--- config.mk ---
export PLATFORM = sky130hd
export DESIGN_NAME = pwm_cmd_sched
export DESIGN_NICKNAME = d
export VERILOG_FILES = /design/src/rtl/pwm_cmd_sched.sv
export SDC_FILE = /design/constraint.sdc
export NUM_CORES = 1
export LEC_CHECK = 0
export ABC_AREA = 0
export BUFFER_PORTS_ARGS = -buffer_cell sky130_fd_sc_hd__buf_2
export CAP_MARGIN = 15
export CORE_ASPECT_RATIO = 1.25
export CORE_MARGIN = 1.5
export CORE_UTILIZATION = 35
export DETAILED_ROUTE_END_ITERATION = 8
export GPL_TIMING_DRIVEN = 0
export PLACE_DENSITY = 0.56
export SLEW_MARGIN = 20
export SYNTH_ARGS = -nofsm -noshare
export SYNTH_HDL_FRONTEND = slang
export SYNTH_SLANG_ARGS = --single-unit
--- constraint.sdc ---
create_clock -name axi_clk -period 6 [get_ports axi_clk]
set_input_delay 0.9 -clock axi_clk [delete_from_list [all_inputs] [get_ports axi_clk]]
set_output_delay 0.9 -clock axi_clk [all_outputs]
set_load 0.05 [all_outputs]
--- src/rtl/pwm_cmd_sched.sv ---
// pwm_cmd_sched: frame-synchronous, slew-limited PWM setpoint scheduler with watchdog failsafe
module pwm_cmd_sched #(
  parameter int CNT_WIDTH  = 24,
  parameter int WDOG_WIDTH = 8
) (
  input  logic                  axi_clk,
  input  logic                  axi_rstn,
  input  logic                  enable_i,
  input  logic                  frame_i,
  input  logic                  cmd_valid_i,
  output logic                  cmd_ready_o,
  input  logic [CNT_WIDTH-1:0]  cmd_active_0_i,
  input  logic [CNT_WIDTH-1:0]  cmd_active_1_i,
  input  logic [CNT_WIDTH-1:0]  neutral_0_i,
  input  logic [CNT_WIDTH-1:0]  neutral_1_i,
  input  logic [CNT_WIDTH-1:0]  max_step_i,
  input  logic [WDOG_WIDTH-1:0] wdog_frames_i,
  output logic [CNT_WIDTH-1:0]  active_0_o,
  output logic [CNT_WIDTH-1:0]  active_1_o,
  output logic [1:0]            state_o,
  output logic                  failsafe_o,
  output logic [15:0]           wdog_trip_cnt_o
);
  typedef enum logic [1:0] {IDLE = 2'b00, RUN = 2'b01, FAILSAFE = 2'b10} state_t;
  state_t state_q, state_d;
  logic pend_q, pend_d, ready_q, ready_d, accept, expire;
  logic [CNT_WIDTH-1:0] pend0_q, pend0_d, pend1_q, pend1_d;
  logic [CNT_WIDTH-1:0] tgt0_q, tgt0_d, tgt1_q, tgt1_d, act0_q, act0_d, act1_q, act1_d, t0, t1;
  logic [WDOG_WIDTH-1:0] wcnt_q, wcnt_d, wcnt_inc;
  logic [15:0] trip_q, trip_d;

  function automatic logic [CNT_WIDTH-1:0] slew(input logic [CNT_WIDTH-1:0] a, t, s);
    logic signed [CNT_WIDTH:0] d;
    logic [CNT_WIDTH:0] m;
    d = $signed({1'b0, t}) - $signed({1'b0, a});
    m = d[CNT_WIDTH] ? $unsigned(-d) : $unsigned(d);
    return (s == '0 || m <= {1'b0, s}) ? t : d[CNT_WIDTH] ? a - s : a + s;
  endfunction

  always_comb begin
    state_d  = state_q;
    pend_d   = pend_q;
    pend0_d  = pend0_q;
    pend1_d  = pend1_q;
    tgt0_d   = tgt0_q;
    tgt1_d   = tgt1_q;
    act0_d   = act0_q;
    act1_d   = act1_q;
    wcnt_d   = wcnt_q;
    trip_d   = trip_q;
    accept   = cmd_valid_i & ready_q;
    wcnt_inc = wcnt_q + 1'b1;
    expire   = 1'b0;
    t0       = (state_q == RUN && pend_q) ? pend0_q : tgt0_q;
    t1       = (state_q == RUN && pend_q) ? pend1_q : tgt1_q;
    if (!enable_i || state_q == IDLE) begin
      state_d = enable_i ? RUN : IDLE;
      act0_d  = neutral_0_i;
      act1_d  = neutral_1_i;
      tgt0_d  = neutral_0_i;
      tgt1_d  = neutral_1_i;
      pend_d  = 1'b0;
      wcnt_d  = '0;
    end else begin
      if (frame_i) begin
        tgt0_d = t0;
        tgt1_d = t1;
        act0_d = slew(act0_q, t0, max_step_i);
        act1_d = slew(act1_q, t1, max_step_i);
        if (state_q == RUN) begin
          pend_d = 1'b0;
          wcnt_d = wcnt_inc;
          expire = wdog_frames_i != '0 && wcnt_inc == wdog_frames_i && !accept;
        end
      end
      if (accept) begin
        pend_d  = 1'b1;
        pend0_d = cmd_active_0_i;
        pend1_d = cmd_active_1_i;
        wcnt_d  = '0;
        state_d = RUN;
      end
      if (expire) begin
        state_d = FAILSAFE;
        tgt0_d  = neutral_0_i;
        tgt1_d  = neutral_1_i;
        pend_d  = 1'b0;
        trip_d  = trip_q == 16'hFFFF ? trip_q : trip_q + 16'd1;
      end
    end
    ready_d = state_d != IDLE && !pend_d;
  end

  always_ff @(posedge axi_clk or negedge axi_rstn) begin
    if (!axi_rstn) begin
      state_q <= IDLE;
      pend_q  <= 1'b0;
      ready_q <= 1'b0;
      pend0_q <= '0;
      pend1_q <= '0;
      tgt0_q  <= '0;
      tgt1_q  <= '0;
      act0_q  <= '0;
      act1_q  <= '0;
      wcnt_q  <= '0;
      trip_q  <= '0;
    end else begin
      state_q <= state_d;
      pend_q  <= pend_d;
      ready_q <= ready_d;
      pend0_q <= pend0_d;
      pend1_q <= pend1_d;
      tgt0_q  <= tgt0_d;
      tgt1_q  <= tgt1_d;
      act0_q  <= act0_d;
      act1_q  <= act1_d;
      wcnt_q  <= wcnt_d;
      trip_q  <= trip_d;
    end
  end

  assign active_0_o      = act0_q;
  assign active_1_o      = act1_q;
  assign state_o         = state_q;
  assign failsafe_o      = state_q[1];
  assign cmd_ready_o     = ready_q;
  assign wdog_trip_cnt_o = trip_q;
endmodule

### Word-level counts from Yosys, hierarchy flattened

Cells that the tools add are included.

* add/subtract/negate cells: 10
* magnitude comparators: 2
* equality and inequality tests: 3
* multiplexer cells: 34
* bitwise gates (word level): 3
* reductions and logical operators: 21

Operators with widths (number)
* $mux W24: 16
* $le A25 B24 Y1: 2
* $mux W25: 2
* $neg A25 Y25: 2
* $sub A24 B24 Y25: 2
* $add A24 B24 Y24: 2
* $sub A24 B24 Y24: 2
* $mux W8: 4
* $logic_not A24 Y1: 1
* $add A16 B1 Y16 const B: 1
* $eq A16 B16 Y1 const B: 1
* $mux W1: 9
* $reduce_bool A3 Y1: 3
* $add A8 B1 Y8 const B: 1
* $eq A8 B8 Y1: 1
* $reduce_bool A8 Y1: 1
* $mux W2: 3
* $logic_and A1 B1 Y1: 4
* $reduce_and A2 Y1: 2
* $reduce_bool A2 Y1: 2
* $logic_not A1 Y1: 3
* $logic_or A1 B1 Y1: 3
* $reduce_and A3 Y1: 1
* $eq A2 B1 Y1 const B: 1
* 3 further kinds: 4

* register bits: 172
* word-level logic and storage cells: 84

### Logic depth before layout (Yosys ltp)

* word-level depth: 11
* mapped depth: 31

### Least setup slack after synthesis

OpenSTA, ideal clock, no wires.

* kind: reg-to-reg
* start point: register state_q[1], in the netlist state_o[1]
* end point: register act0_q[0], in the netlist active_0_o[0]
* setup time: 0.126 ns
* arrival time: 6.784 ns
* required time: 5.874 ns
* path slack: -0.910 ns
* stages on the path, launching flop included: 28
* path buffers: 2
* clock period less this slack: 6.910 ns
* path through: dfrtp_1 -> nand3b_1 -> clkbuf_1 -> clkbuf_1 -> mux2_2 -> ha_1 -> nor2b_1 -> o31a_4 -> o21a_1 -> or3_1 -> and2_1 -> nor4_1 -> nand4_1 -> or2_2 -> o31a_1 -> xor2_1 -> ha_1 -> a21o_1 -> a21o_1 -> a21o_1 -> a21o_1 -> a211oi_1 -> o21ai_0 -> o2111ai_1 -> a41o_1 -> o41ai_4 -> mux2i_1 -> a221o_1

* word-level cells in the longest chain between the ends: 11
* elaborated cells on any way between the ends: 15

RTL lines
* from (decl): RTL line 25 `state_t state_q, state_d;`
* from (signal assigned): RTL line 108 `state_q <= state_d;`
* $eq A2 B1 Y1: RTL line 54 `t0 = (state_q == RUN && pend_q) ? pend0_q : tgt0_q;`
* $logic_and A1 B1 Y1: RTL line 54
* $mux W24: RTL line 54
* $sub A24 B24 Y25: RTL line 35 `d = $signed({1'b0, t}) - $signed({1'b0, a});`
* $neg A25 Y25: RTL line 36 `m = d[CNT_WIDTH] ? $unsigned(-d) : $unsigned(d);`
* $mux W25: RTL line 36
* $le A25 B24 Y1: RTL line 37 `return (s == '0 || m <= {1'b0, s}) ? t : d[CNT_WIDTH] ? a - s : a + s;`
* $logic_or A1 B1 Y1: RTL line 37
* $mux W24: RTL line 37
* $mux W24: RTL line 65 `if (frame_i) begin`
* $mux W24: RTL line 56 `if (!enable_i || state_q == IDLE) begin`
* to (signal assigned): RTL line 115 `act0_q <= act0_d;`
* to (decl): RTL line 28 `logic [CNT_WIDTH-1:0] tgt0_q, tgt0_d, tgt1_q, tgt1_d, act0_q, act0_d, act1_q, act1_d, t0, t1;`

Several ways; a longest one is shown, not always the timed one. The select of a mux whose other input is x is not followed.
A chain may end at the register's enable or synchronous reset.

### Final worst setup path

* start point: register state_q[1], in the netlist state_o[1]
* end point: register act0_q[4], in the netlist active_0_o[4]

Same word-level chain as after synthesis.

==> results.py <==
metrics = {
    "status": {
        "status": "finished with violations",
        "violations": "negative setup slack",
    },
    "clock_tree": {
        "cts_tree": "done",
        "tritoncts.num_buffers": 17,
        "numClockSinks": 172,
        "cts.path.max_buffers": 2,
        "cts_hold_buf": 0,
        "clock_latency_ns": 0.45,
        "cts.root.buffer_cell": "clkbuf_16",
        "clk_pin_slew_worst_paths_ns": 0.07,
        "cts_max_level": 4,
    },
    "synth": {
        "synth-seq-cells": 172,
        "mappedNetlistArea_um2": 16400,
        "syn_avg_cell_area_um2": 8.50,
        "commonest_register_cell_after_synthesis": "dfrtp_1",
        "yosys-top-cells-area": "dfrtp_1 (26%), ha_1 (11%), xnor2_1 (7.2%)",
        "async_reset_ff_frac": 1.00,
        "synthesis.nets": 2213,
        "top_count_cell_post_synth": "o21ai_0",
        "synth_cells": 1929,
        "yosysTopAreaCellShare": 0.263,
        "synth-edff-count": 0,
        "synth_top_cells_by_count": "o21ai_0 (196), dfrtp_1 (172), ha_1 (147), nand2_1 (147), xnor2_1 (134)",
        "yosysSeqAreaShare": 0.263,
        "yosys_warnings": 0,
        "synth_area_leader_cell": "dfrtp_1",
        "synth.distinct_cells": 80,
    },
    "finish": {
        "sequential_cell_area_um2": 4310,
        "fillers": 4566,
        "fin_util": 0.452,
        "fin_cells": 2830,
        "area_growth_syn_to_layout_pct": 27.2,
        "share_of_final_layout_standard_cells_stronger_than_drive_strength_1": 0.271,
        "multi_input_comb_area_um2": 12500,
        "layout.nets": 2512,
    },
    "setup_path": {
        "worst_r2r_endpoint": "active_0_o[4]$_DFFE_PN0P_",
        "critical_path.reg2reg.startpoint": "state_o[1]$_DFF_PN0_",
        "timing_worst_setup_path_type": "flop to flop",
        "worst_path_dominant_cell_family": "compound AO/OA/AOI/OAI gates",
        "critical_path_required_ns": 6.30,
        "critPathMaxStageDelay_ns": 0.41,
        "r2r_cells": 28,
        "critical-path-top-cell-by-count": "a21o_1",
        "worst-path-buf-inv": 5,
        "timing.critical_path.arrival_ns": 6.56,
        "critical_path.endpoint_type": "flop",
        "critPathSlowestCell": "or3b_4",
        "critPathLaunchType": "flop",
        "crit_fanout": 8,
        "r2r_slack_ns": -0.26,
    },
    "placed_design": {
        "io_buffers": 200,
        "dp.final_hpwl_um": 48600,
        "detailedPlace.worstSlack_ns": -1.68,
        "dp_cells": 2716,
        "gp_congestion": 0.944,
    },
    "global_route": {
        "globalRoute.totalOverflow": 0,
        "grt_util_all_layers": 0.249,
        "grt_pass1_wl_um": 91300,
        "number_of_global_route_vias_before_repair": 15730,
        "grt_antenna_before_repair": 8,
        "grt_max_degree": 68,
    },
    "floorplanning": {
        "rows": 88,
        "fp.dieH_um": 245,
        "core_um2": 46100,
        "top_level_ports": 201,
        "die_w_um": 197,
        "floorplan.die_area_um2": 48100,
        "initial_utilization": 0.355,
    },
    "drt": {
        "routed_wl_um": 60700,
        "initialDrtViolationCount": 972,
        "drt_drc_violations_left": 0,
        "route.detailed.vias_per_inst": 5.60,
        "routed_wire_length_per_instance_um": 21.4,
        "tritonroute_pass_1_iters": 7,
        "antenna_violating_nets_post_route": 0,
        "vias": 15835,
    },
    "sta": {
        "hold_viol": 0,
        "timing.max_slew.rel_slack": 0.250,
        "max_freq_mhz": 160,
        "setup_viol": 45,
        "skew_ns": 0.0148,
        "whs_ns": 0.351,
        "setup_ws_ns": -0.259,
        "slew_viol_final": 0,
        "final_period_minus_worst_setup_slack_ns": 6.26,
        "rsz_0062_raised_after_global_routing": "true",
        "finalCritPeriodShare": 1.04,
        "tightest_slew_ns": 1.11,
    },
    "pwr": {
        "design_power_total_mw": 9.22,
        "power_per_cell_area_nw_per_um2": 442,
        "power.static_leakage_nw": 9.32,
        "worst_ir_drop_vdd_v": 0.000352,
    },
    "hold_path": {
        "holdCritPathClass": "primary input to async pin",
    },
    "job": {
        "max_cap_viol_count": 0,
    },
}
-- worst register-to-register path, delay by kind of cell, from the launching register on --
family	cells	cell delay [ns]
xor gates and xnor gates	2	0.28
adders and majority gates	3	0.82
muxes	2	0.48
and+or+nand+nor	5	1.26
DFF	1	0.40
buffers and inverters	5	0.76
AOI/OAI and AO/OA	11	2.09
-- stage by stage --
stage	setup TNS (ns)	cell area, um2
after floorplan	-0.0424	16500
after global placement	-53.54	18200
after detailed placement	-55.46	18300
after CTS	-5.02	20100
after global routing	-16.82	20800
final	-5.97	20800
-- cell usage in the layout (no fill, tap or decap), drive strengths merged, types with 52 or more instances in the layout --
cell type,instances
xor2,52
clkbuf,72
dfrtp,172
mux2i,95
nand2,148
buf,299
xnor2,134
o21ai,206
nor2,121
or3,55
inv,124
a21oi,134
ha,147
mux2,90
-- timing repair --
item                                    CTS  global route
endpoints found under the setup margin   48            48
gates cloned                              3             2
setup buffers                            48            30
pin swaps                                61            87
gates resized for setup                 140            98
-- report_power, final --
part	internal, mW	total (mW)	switching (mW)
registers	1.32	1.49	0.170
clock network	0.659	1.16	0.505
logic	2.98	6.56	3.58
total	4.96	9.22	4.26
-- layout make-up --
cell class / instances / area share
multi-input combinational: 1565 / 0.599
buffer: 68 / 0.0223
tap: 585 / 0.0351
sequential: 172 / 0.207
clock buffer: 19 / 0.0208
timing repair buffer: 284 / 0.0862
antenna: 5 / 0.000600
inverter: 120 / 0.0216
clock inverter: 12 / 0.00780
-- logic make-up after synthesis --
kind of cell | share of synthesized area
xor+xnor | 0.0994
fa+ha+maj | 0.117
mux | 0.120
flops | 0.263
compound gates | 0.195
buf+inv | 0.0467
simple gates | 0.160
-- how the worst max path moves through the flow --
stage	endpoint	slack [ns]	startpoint	cells after the start
global route	active_0_o[6]$_DFFE_PN0P_	-0.44	state_o[1]$_DFF_PN0_	29
floorplan	active_0_o[0]$_DFFE_PN0P_	-0.04	state_o[1]$_DFF_PN0_	27
global placement	active_1_o[22]$_DFFE_PN0P_	-1.57	state_o[1]$_DFF_PN0_	27
detailed placement	active_1_o[22]$_DFFE_PN0P_	-1.68	state_o[1]$_DFF_PN0_	27
finish	active_0_o[4]$_DFFE_PN0P_	-0.26	state_o[1]$_DFF_PN0_	28
CTS	active_0_o[3]$_DFFE_PN0P_	-0.17	state_o[1]$_DFF_PN0_	28
-- state kept, by name, indices dropped and copies added (netlist names) --
| register | count |
|---|---|
| active_0_o | 24 |
| active_1_o | 24 |
| cmd_ready_o | 1 |
| pend0_q | 24 |
| pend1_q | 24 |
| pend_q | 1 |
| state_o | 2 |
| tgt0_q | 24 |
| tgt1_q | 24 |
| wcnt_q | 8 |
| wdog_trip_cnt_o | 16 |
-- per-layer routing --
metal,global-route usage,part of all wire
met4,0.136,0.058
met5,0,0.00046
met1,0.284,0.40
met3,0.0337,0.044
met2,0.447,0.50
Note: power is estimated with default switching activity, not from simulation.
